### config.mk
export PLATFORM = sky130hd
export DESIGN_NAME = chan_step_loader
export DESIGN_NICKNAME = d
export VERILOG_FILES = /design/src/rtl/chan_loader_pack.sv /design/src/rtl/chan_slope_calc.sv /design/src/rtl/chan_step_loader.sv
export SDC_FILE = /design/constraint.sdc
export NUM_CORES = 1
export LEC_CHECK = 0
export ABC_AREA = 1
export CORE_AREA = 3 3 91 93
export DETAILED_ROUTE_END_ITERATION = 10
export DIE_AREA = 0 0 94 96
export GPL_TIMING_DRIVEN = 0
export PLACE_DENSITY_LB_ADDON = 0.1
export SLEW_MARGIN = 10
export SYNTH_ARGS = -nofsm -noshare
export SYNTH_HDL_FRONTEND = slang
export SYNTH_HIERARCHICAL = 1
export SYNTH_SLANG_ARGS = --single-unit
### constraint.sdc
create_clock -name emu_clk -period 2.2 [get_ports emu_clk]
set_input_delay 0.44 -clock emu_clk [delete_from_list [all_inputs] [get_ports emu_clk]]
set_output_delay 0.44 -clock emu_clk [all_outputs]
set_load 0.05 [all_outputs]
### src/rtl/chan_loader_pack.sv
// Shared types for the channel step-response table loader.
// Optional feature macro used by this slice: CHAN_SLOPE_SAT_EN.
package chan_loader_pack;

    localparam int CHAN_SAMPLE_WIDTH = 18;

    typedef enum logic [1:0] {
        IDLE,
        PRIME,
        STREAM,
        DONE
    } state_t;

    typedef logic signed [CHAN_SAMPLE_WIDTH-1:0] sample_t;

endpackage

### src/rtl/chan_slope_calc.sv
// Slope s[i+1]-s[i] formed one bit wider than the samples, then reduced to sample width.
// CHAN_SLOPE_SAT_EN defined: saturate and flag overflow; otherwise two's-complement wrap.
module chan_slope_calc #(
    parameter int FUNC_DATA_WIDTH = 18
) (
    input  logic signed [FUNC_DATA_WIDTH-1:0] cur,
    input  logic signed [FUNC_DATA_WIDTH-1:0] prev,
    output logic signed [FUNC_DATA_WIDTH-1:0] slope,
    output logic                              ovf
);

`ifdef CHAN_SLOPE_SAT_EN
    logic signed [FUNC_DATA_WIDTH:0] diff;

    // The two top bits of the widened difference disagree exactly when it does not fit.
    always_comb begin
        diff = {cur[FUNC_DATA_WIDTH-1], cur} - {prev[FUNC_DATA_WIDTH-1], prev};
        ovf  = diff[FUNC_DATA_WIDTH] ^ diff[FUNC_DATA_WIDTH-1];
        if (!ovf) begin
            slope = diff[FUNC_DATA_WIDTH-1:0];
        end else if (diff[FUNC_DATA_WIDTH]) begin
            slope = {1'b1, {(FUNC_DATA_WIDTH-1){1'b0}}};
        end else begin
            slope = {1'b0, {(FUNC_DATA_WIDTH-1){1'b1}}};
        end
    end
`else
    // Keeping only the low bits of the wide difference equals a native-width subtract.
    assign slope = cur - prev;
    assign ovf   = 1'b0;
`endif

endmodule

### src/rtl/chan_step_loader.sv
// Streams NUMEL+1 step samples in and writes NUMEL (value, slope) entries to the channel table.
// Slope overflow handling selected by CHAN_SLOPE_SAT_EN (see chan_slope_calc).
module chan_step_loader
    import chan_loader_pack::*;
#(
    parameter int FUNC_DATA_WIDTH = CHAN_SAMPLE_WIDTH,
    parameter int NUMEL           = 512,
    parameter int ADDR_WIDTH      = 9
) (
    input  logic                       emu_clk,
    input  logic                       emu_rst,
    input  logic                       start,
    input  logic [FUNC_DATA_WIDTH-1:0] in_data,
    input  logic                       in_valid,
    output logic                       in_ready,
    output logic [FUNC_DATA_WIDTH-1:0] chan_wdata_0,
    output logic [FUNC_DATA_WIDTH-1:0] chan_wdata_1,
    output logic [ADDR_WIDTH-1:0]      chan_waddr,
    output logic                       chan_we,
    output logic                       busy,
    output logic                       done,
    output logic                       slope_ovf
);

    localparam logic [ADDR_WIDTH-1:0] LAST_IDX = ADDR_WIDTH'(NUMEL - 1);

    state_t                       state;
    state_t                       state_nxt;
    logic [ADDR_WIDTH-1:0]        idx;
    logic [FUNC_DATA_WIDTH-1:0]   prev;
    logic signed [FUNC_DATA_WIDTH-1:0] slope;
    logic                         slope_of;
    logic                         accept;
    logic                         start_ok;

    chan_slope_calc #(
        .FUNC_DATA_WIDTH(FUNC_DATA_WIDTH)
    ) u_slope (
        .cur  (in_data),
        .prev (prev),
        .slope(slope),
        .ovf  (slope_of)
    );

    // Handshake and status are pure state decodes so in_ready never depends on in_valid.
    always_comb begin
        in_ready  = (state == PRIME) || (state == STREAM);
        busy      = in_ready;
        done      = (state == DONE);
        accept    = in_valid && in_ready;
        start_ok  = start && ((state == IDLE) || (state == DONE));
        state_nxt = state;
        case (state)
            IDLE:   if (start) state_nxt = PRIME;
            PRIME:  if (accept) state_nxt = STREAM;
            STREAM: if (accept && (idx == LAST_IDX)) state_nxt = DONE;
            DONE:   if (start) state_nxt = PRIME;
            default: state_nxt = IDLE;
        endcase
    end

    always_ff @(posedge emu_clk) begin
        if (emu_rst) begin
            state        <= IDLE;
            idx          <= '0;
            prev         <= '0;
            chan_wdata_0 <= '0;
            chan_wdata_1 <= '0;
            chan_waddr   <= '0;
            chan_we      <= 1'b0;
            slope_ovf    <= 1'b0;
        end else begin
            state   <= state_nxt;
            chan_we <= 1'b0;
            if (start_ok) begin
                idx       <= '0;
                slope_ovf <= 1'b0;
            end
            if ((state == PRIME) && accept) begin
                prev <= in_data;
            end
            // Each STREAM accept commits the entry for the previously held sample.
            if ((state == STREAM) && accept) begin
                chan_wdata_0 <= prev;
                chan_wdata_1 <= slope;
                chan_waddr   <= idx;
                chan_we      <= 1'b1;
                prev         <= in_data;
                idx          <= idx + 1'b1;
                slope_ovf    <= slope_ovf | slope_of;
            end
        end
    end

endmodule
==> impl_metrics.tcl, run 1 <==
set metrics [dict create \
    grt-ovfl-total 0 \
    period_needed_ns 2.03 \
    synth-simple-area-share_pct 28.0 \
    reg2reg_slack_ns 0.26 \
    synthArstFlopShare_pct 0 \
    crit_chain "inv_1, ha_1, inv_1, buf_4, buf_2" \
    ys_types 34 \
    cts_buffer_depth 2 \
    critPathArrivalTime_ns 1.59 \
    diodes 0 \
    worst_hold_path_type "primary input to flop" \
    dp_slack_ns -0.436 \
    powerDensity_mw_per_mm2 1220 \
    post-route-period-util_pct 92.1 \
    synth_top_family_by_area "simple AND/OR/NAND/NOR gates" \
    vias_per_cell 4.98 \
    synth_edf_count 0 \
    synth_top_area_cell "dfxtp_1" \
    drt-total-wl_microns 9670 \
    avgSynthCellArea_sq_um 6.91 \
    slew_viol_final 0 \
    grt_max_degree 15 \
    row_count 32 \
    cpPeakStageDelay_ns 0.41 \
    drv_cap 0 \
    core_sq_mm 0.00761 \
    crit_buf_inv 4 \
    slowest_stage "dfxtp_1" \
    critPathKind "flop to primary output" \
    drt_iter0_drc 114 \
    yosys-top-cells-area "dfxtp_1 38%, nor2_1 14%, o21ai_0 9.2%, nand2_1 8.7%, ha_1 7.3%" \
    status "finished, final reports clean" \
    leakage_nw 2.23 \
    reg2reg_to "chan_wdata_1[14]" \
    synth_compound_area_share_pct 14.1 \
    post-place-cells 744 \
    clock-root-buffer "clkbuf_8" \
    num_vias 3786 \
    yosys_warnings 6 \
    synthMuxAreaShare_pct 0 \
    die_y_microns 96 \
    start_util_pct 52.0 \
    ctsHtreeMaxLevel 3 \
    cp-start-kind "flop" \
    numCtsBuffers 9 \
    r2r_cells 13 \
    synthFlopType "dfxtp_1" \
    synth_nets 618 \
    worstPathRequired_ns 1.76 \
    ir_worst_vdd_mv 0.501 \
    setup.worst_path.end "in_ready" \
    cts_tree "done" \
    crit_family "buffers and inverters" \
    fp.dieW_microns 94 \
    synth_top_area_share_pct 38.5 \
    clock_sinks 76 \
    clock_latency_ns 0.35 \
    clkSlewWorstSetupHoldPaths_ns 0.09 \
    nNetsFinal 700 \
    synthAdderAreaFrac_pct 7.79 \
    fin_cells 761 \
    setup_tns_ns 0 \
    critPathMaxFanout 5 \
    antenna_left 0 \
    hold_violations 0 \
    netlist_instances 572 \
    synth_most_common_cell "nor2_1" \
    io_pins 72 \
    drt-wirelength-per-cell_microns 12.7 \
    grt_pass1_vias 3687 \
    setup_viol 0 \
    firstDrtPassIters 4 \
    skew_ns 0.0113 \
    timing.final.ws_setup_ns 0.174 \
    max_slew_margin_pct 66.0 \
    areaGrowthSynthToFinish_pct 28.1 \
    fmax_mhz 494 \
    tightest_slew_ns 0.508 \
    postCtsHoldBufs 0 \
    cp-startpoint "state[0]" \
    multi_input_area_sq_mm 0.00211 \
    regArea_sq_mm 0.00152 \
    grt_pass1_wl_microns 16300 \
    cpMostUsedCell "inv_1" \
    place.gp.congestion 0.898 \
    synthXorXnorAreaFrac_pct 1.99 \
    dp_hpwl_microns 7370 \
    rsz0062_at_grt "no" \
    drive_above_1_share_pct 10.8 \
    cp.depth 5 \
    antenna_found_initial 0 \
    cp-end-kind "primary output" \
    portBuffers 70 \
    seq_area_frac_synth_pct 38.5 \
    p_total_w 0.00619 \
    synth_area_sq_mm 0.00395 \
    grt_use_total_pct 22.6 \
    fill_cells 698 \
    r2r-start "prev[0]" \
    drc_errors 0 \
    synth_top_cells_by_count "146 x nor2_1, 92 x nand2_1, 76 x dfxtp_1" \
    ys_ff_latch 76 \
    dieArea_sq_mm 0.00902 \
]
-- kinds of logic (layout without fill, tap and decap cells) --
group / count (synthesis) / in the layout
AO/OA/AOI/OAI: 107 / 107
XOR/XNOR: 9 / 9
adder cells (fa/ha/maj): 24 / 24
buffers and inverters: 84 / 171
flip-flops: 76 / 76
other: 1 / 1
AND/OR/NAND/NOR: 271 / 271
-- timing repair --
| action | 4_1_cts | 5_1_grt |
|---|---|---|
| setup endpoints to repair | 7 | 11 |
| buffers inserted | 0 | 1 |
| gates cloned | 0 | 0 |
| hold endpoints to repair | 0 | 0 |
| gates resized for setup | 6 | 21 |
| pin swaps | 0 | 2 |
-- stage by stage --
stage	utilization (%)	instance area (sq um)	hold slack, ns
floorplan	-	3950	0.454
global placement	62.8	4780	0.451
detailed placement	62.8	4780	0.457
CTS	65.8	5010	0.289
global route	66.5	5060	0.292
finish	66.5	5060	0.289
-- layer usage --
layer  wire length (microns)  global-route usage, %  part of all wire (%)  vias up
met4                     132                   8.06                   1.4        0
met5                       0                      0                     0        -
met3                     323                   3.36                   3.3       12
li1                        -                      -                     -     1963
met1                    4460                   28.1                    46     1736
met2                    4750                   39.7                    49       75
-- layout by cell type, fill, tap and decap left out, drive strengths merged, types with 2 or more instances in the layout --
| cell type | count |
|---|---|
| a211oi | 2 |
| clkinv | 3 |
| clkbuf | 15 |
| clkdlybuf4s50 | 66 |
| and2 | 2 |
| bufinv | 2 |
| ha | 23 |
| dlymetal6s2s | 2 |
| xor2 | 8 |
| o21ai | 76 |
| nand2 | 98 |
| inv | 63 |
| dfxtp | 76 |
| nor2 | 151 |
| a21oi | 26 |
| nand3 | 18 |
| buf | 19 |
| nor3 | 2 |
-- cell type report --
type	instances	area share [%]
inverters	62	4.65
clock buffers	9	2.45
multi-input cells	412	41.7
repair buffers	71	13.9
well taps	102	2.52
plain buffers	22	2.77
flip-flops and latches	76	30.1
clock inverters	7	1.95
-- report_power, final --
group | leakage (nW) | switching [W] | internal [W] | total [W]
clock | 0.110 | 0.000553 | 0.000645 | 0.00120
sequential | 0.620 | 0.000199 | 0.00168 | 0.00188
combinational | 1.50 | 0.00205 | 0.00107 | 0.00312
total | 2.23 | 0.00280 | 0.00339 | 0.00619
-- flip-flops by register name, summed over array words and instances, names as in the netlist --
register      cells
chan_wdata_0     18
prev             18
chan_wdata_1     18
slope_ovf         1
chan_waddr        9
chan_we           1
idx               9
state             2
-- worst min path at each step --
stage	start	to	slack, ns	cells after the start
after floorplan	idx[6]	idx[6]	0.45	2
after global placement	chan_waddr[6]	chan_waddr[6]	0.45	2
after detailed placement	chan_waddr[6]	chan_waddr[6]	0.46	2
after CTS	emu_rst	chan_waddr[6]	0.29	2
after global routing	emu_rst	idx[0]	0.29	2
final	emu_rst	chan_waddr[6]	0.29	2
Power figures use the tool's default switching activity.
==> inputs of run 2 (changes only) <==
--- a/config.mk
+++ b/config.mk
@@ -6,9 +6,9 @@
 export NUM_CORES = 1
 export LEC_CHECK = 0
 export ABC_AREA = 1
-export CORE_AREA = 3 3 91 93
+export CORE_AREA = 3 3 93 95
 export DETAILED_ROUTE_END_ITERATION = 10
-export DIE_AREA = 0 0 94 96
+export DIE_AREA = 0 0 96 98
 export GPL_TIMING_DRIVEN = 0
 export PLACE_DENSITY_LB_ADDON = 0.1
 export SLEW_MARGIN = 10
==> impl_metrics.tcl, run 2 (synthesized netlist as in run 1, its figures left out) <==
set metrics [dict create \
    grt_pass1_vias 3720 \
    dp_hpwl_microns 7720 \
    skew_ns 0.0138 \
    hold_end "chan_waddr[6]" \
    drive_above_1_share_pct 10.2 \
    grt-ovfl-total 0 \
    cts_buffer_depth 2 \
    reg2reg_slack_ns 0.23 \
    areaGrowthSynthToFinish_pct 26.4 \
    clkSlewWorstSetupHoldPaths_ns 0.10 \
    fill_cells 731 \
    powerDensity_mw_per_mm2 1210 \
    post-place-cells 744 \
    num_vias 3847 \
    crit_chain "clkdlybuf4s50_1, inv_1, ha_1, inv_2, fa_2, nand3_2, nand2_2, nand3_1, nand2_2, nand2_1, nand2_1, nand2_1, nand2_1, o21ai_1, nor2_1" \
    fin_cells 761 \
    power.switching_w 0.00286 \
    antenna_left 0 \
    fp.dieW_microns 96 \
    cp-start-kind "primary input" \
    cpPeakStageDelay_ns 0.43 \
    core_sq_mm 0.00781 \
    drt-total-wl_microns 10100 \
    hold_depth 2 \
    setup_viol 0 \
    ctsHtreeMaxLevel 3 \
    fin_hold_ws_ns 0.282 \
    critPathArrivalTime_ns 2.36 \
    r2r-start "prev[8]" \
    place.gp.congestion 0.893 \
    worst_hold_path_type "primary input to flop" \
    cpMostUsedCell "nand2_1" \
    clock-root-buffer "clkbuf_8" \
    slowest_stage "clkdlybuf4s50_1" \
    io_pins 72 \
    p_sw_share_pct 47.5 \
    grt_max_degree 16 \
    r2r_cells 12 \
    hold_violations 0 \
    cp-startpoint "in_data[0]" \
    ir_worst_vdd_mv 0.481 \
    critPathKind "primary input to flop" \
    route.top_layer_used "met4" \
    period_needed_ns 2.10 \
    final_cell_mix "146 x nor2_1, 88 x nand2_1, 76 x dfxtp_1, 69 x o21ai_0, 67 x clkdlybuf4s50_1" \
    worstPathRequired_ns 2.45 \
    fmax_mhz 476 \
    drc_errors 0 \
    status "finished, final reports clean" \
    max_slew_margin_pct 65.3 \
    p_total_w 0.00602 \
    numCtsBuffers 9 \
    cts_tree "done" \
    clock_latency_ns 0.36 \
    antenna_found_initial 0 \
    combinationalPowerShare_pct 52.0 \
    dieArea_sq_mm 0.00941 \
    dr_wl_met2_microns 4660 \
    firstDrtPassIters 5 \
    hp-start "emu_rst" \
    final_common_cell "nor2_1" \
    grt_use_total_pct 22.7 \
    cp-end-kind "flop" \
    p_int_w 0.00316 \
    tightest_slew_ns 0.519 \
    drv_cap 0 \
    start_util_pct 50.6 \
    reg_top3 "chan_wdata_0 x18, chan_wdata_1 x18, prev x18" \
    leakage_nw 2.20 \
    dr_wl_met3_microns 522 \
    reg2reg_to "chan_wdata_1[17]" \
    grt_pass1_wl_microns 17100 \
    post-route-period-util_pct 95.6 \
    nNetsFinal 700 \
    power_frac_clock_pct 16.8 \
    drt-wirelength-per-cell_microns 13.2 \
    drt_iter0_drc 195 \
    critPathMaxFanout 4 \
    row_count 32 \
    portBuffers 70 \
    die_y_microns 98 \
    crit_buf_inv 3 \
    clock_sinks 76 \
    vias_per_cell 5.06 \
    wl_met1_microns 4650 \
    sequentialPowerShare_pct 31.2 \
    diodes 0 \
    slew_viol_final 0 \
    crit_family "simple AND/OR/NAND/NOR gates" \
]
-- run 2: cell types whose count changed in the layout (fill, tap and decap cells not counted), moves of 2 or more --
cell / before / now
ha_4: 2 / 0
o21ai_1: 4 / 6
bufinv_16: 2 / 0
ha_2: 3 / 1
inv_6: 1 / 3
clkinv_4: 2 / 0
ha_1: 18 / 22
-- run 2: layout make-up --
type / count / area, sq um / share of cell area (%)
well taps: 102 / 128 / 2.55
clock inverters: 7 / 57.6 / 1.15
repair buffers: 71 / 707 / 14.1
plain buffers: 22 / 140 / 2.80
clock buffers: 9 / 124 / 2.48
multi-input cells: 412 / 2080 / 41.7
inverters: 62 / 235 / 4.71
flip-flops and latches: 76 / 1520 / 30.5
-- run 2: through the flow --
stage | setup TNS [ns] | setup WS, ns | cell area (sq um) | utilization [%]
6_report | 0 | 0.0977 | 5000 | 64.0
5_1_grt | -0.00277 | -0.00277 | 5000 | 64.0
4_1_cts | 0 | 0.0240 | 4970 | 63.6
3_5_place_dp | -3.07 | -0.402 | 4780 | 61.2
3_3_place_gp | -2.81 | -0.388 | 4780 | 61.2
2_1_floorplan | 0 | 0.305 | 3950 | -
-- run 2: how the worst max path moves through the flow --
stage,endpoint,slack [ns],cells after the start
floorplan,chan_wdata_1[16],0.31,14
global placement,chan_wdata_1[16],-0.39,15
detailed placement,chan_wdata_1[16],-0.40,15
CTS,in_ready,0.02,5
global route,chan_wdata_1[14],-0.003,15
finish,chan_wdata_1[14],0.1,15
-- run 2: power groups by stage --
stage / combinational, W / clock, W / sequential (W)
floorplan: 0.00167 / 0 / 0.00246
global route: 0.00348 / 0.00110 / 0.00192
detailed placement: 0.00309 / 0 / 0.00191
global placement: 0.00304 / 0 / 0.00189
CTS: 0.00310 / 0.00103 / 0.00188
finish: 0.00313 / 0.00101 / 0.00188
-- run 2: timing repair --
action                                  4_1_cts  5_1_grt
pin swaps                                     0        2
setup buffers                                 0        1
hold buffers                                  0        0
endpoints found under the hold margin         0        0
endpoints found under the setup margin        5       10
gates resized for setup                       7       16
cloned                                        0        0
-- run 2: worst reg2reg max path, cell delays in order, from the launching register on --
cell	delay (ns)
dfxtp_1	0.39
inv_1	0.06
ha_1	0.35
nand2_1	0.15
inv_1	0.08
a21oi_1	0.18
nand3_2	0.15
nand2_1	0.11
nand2_1	0.05
nand2_1	0.06
nand2_1	0.06
o21ai_0	0.18
nor2_1	0.06
-- run 2: metal layers --
layer | GRT usage [%] | up-vias
li1 | - | 1977
met4 | 8.42 | 0
met1 | 30.7 | 1734
met5 | 0 | -
met2 | 36.2 | 116
met3 | 3.54 | 20
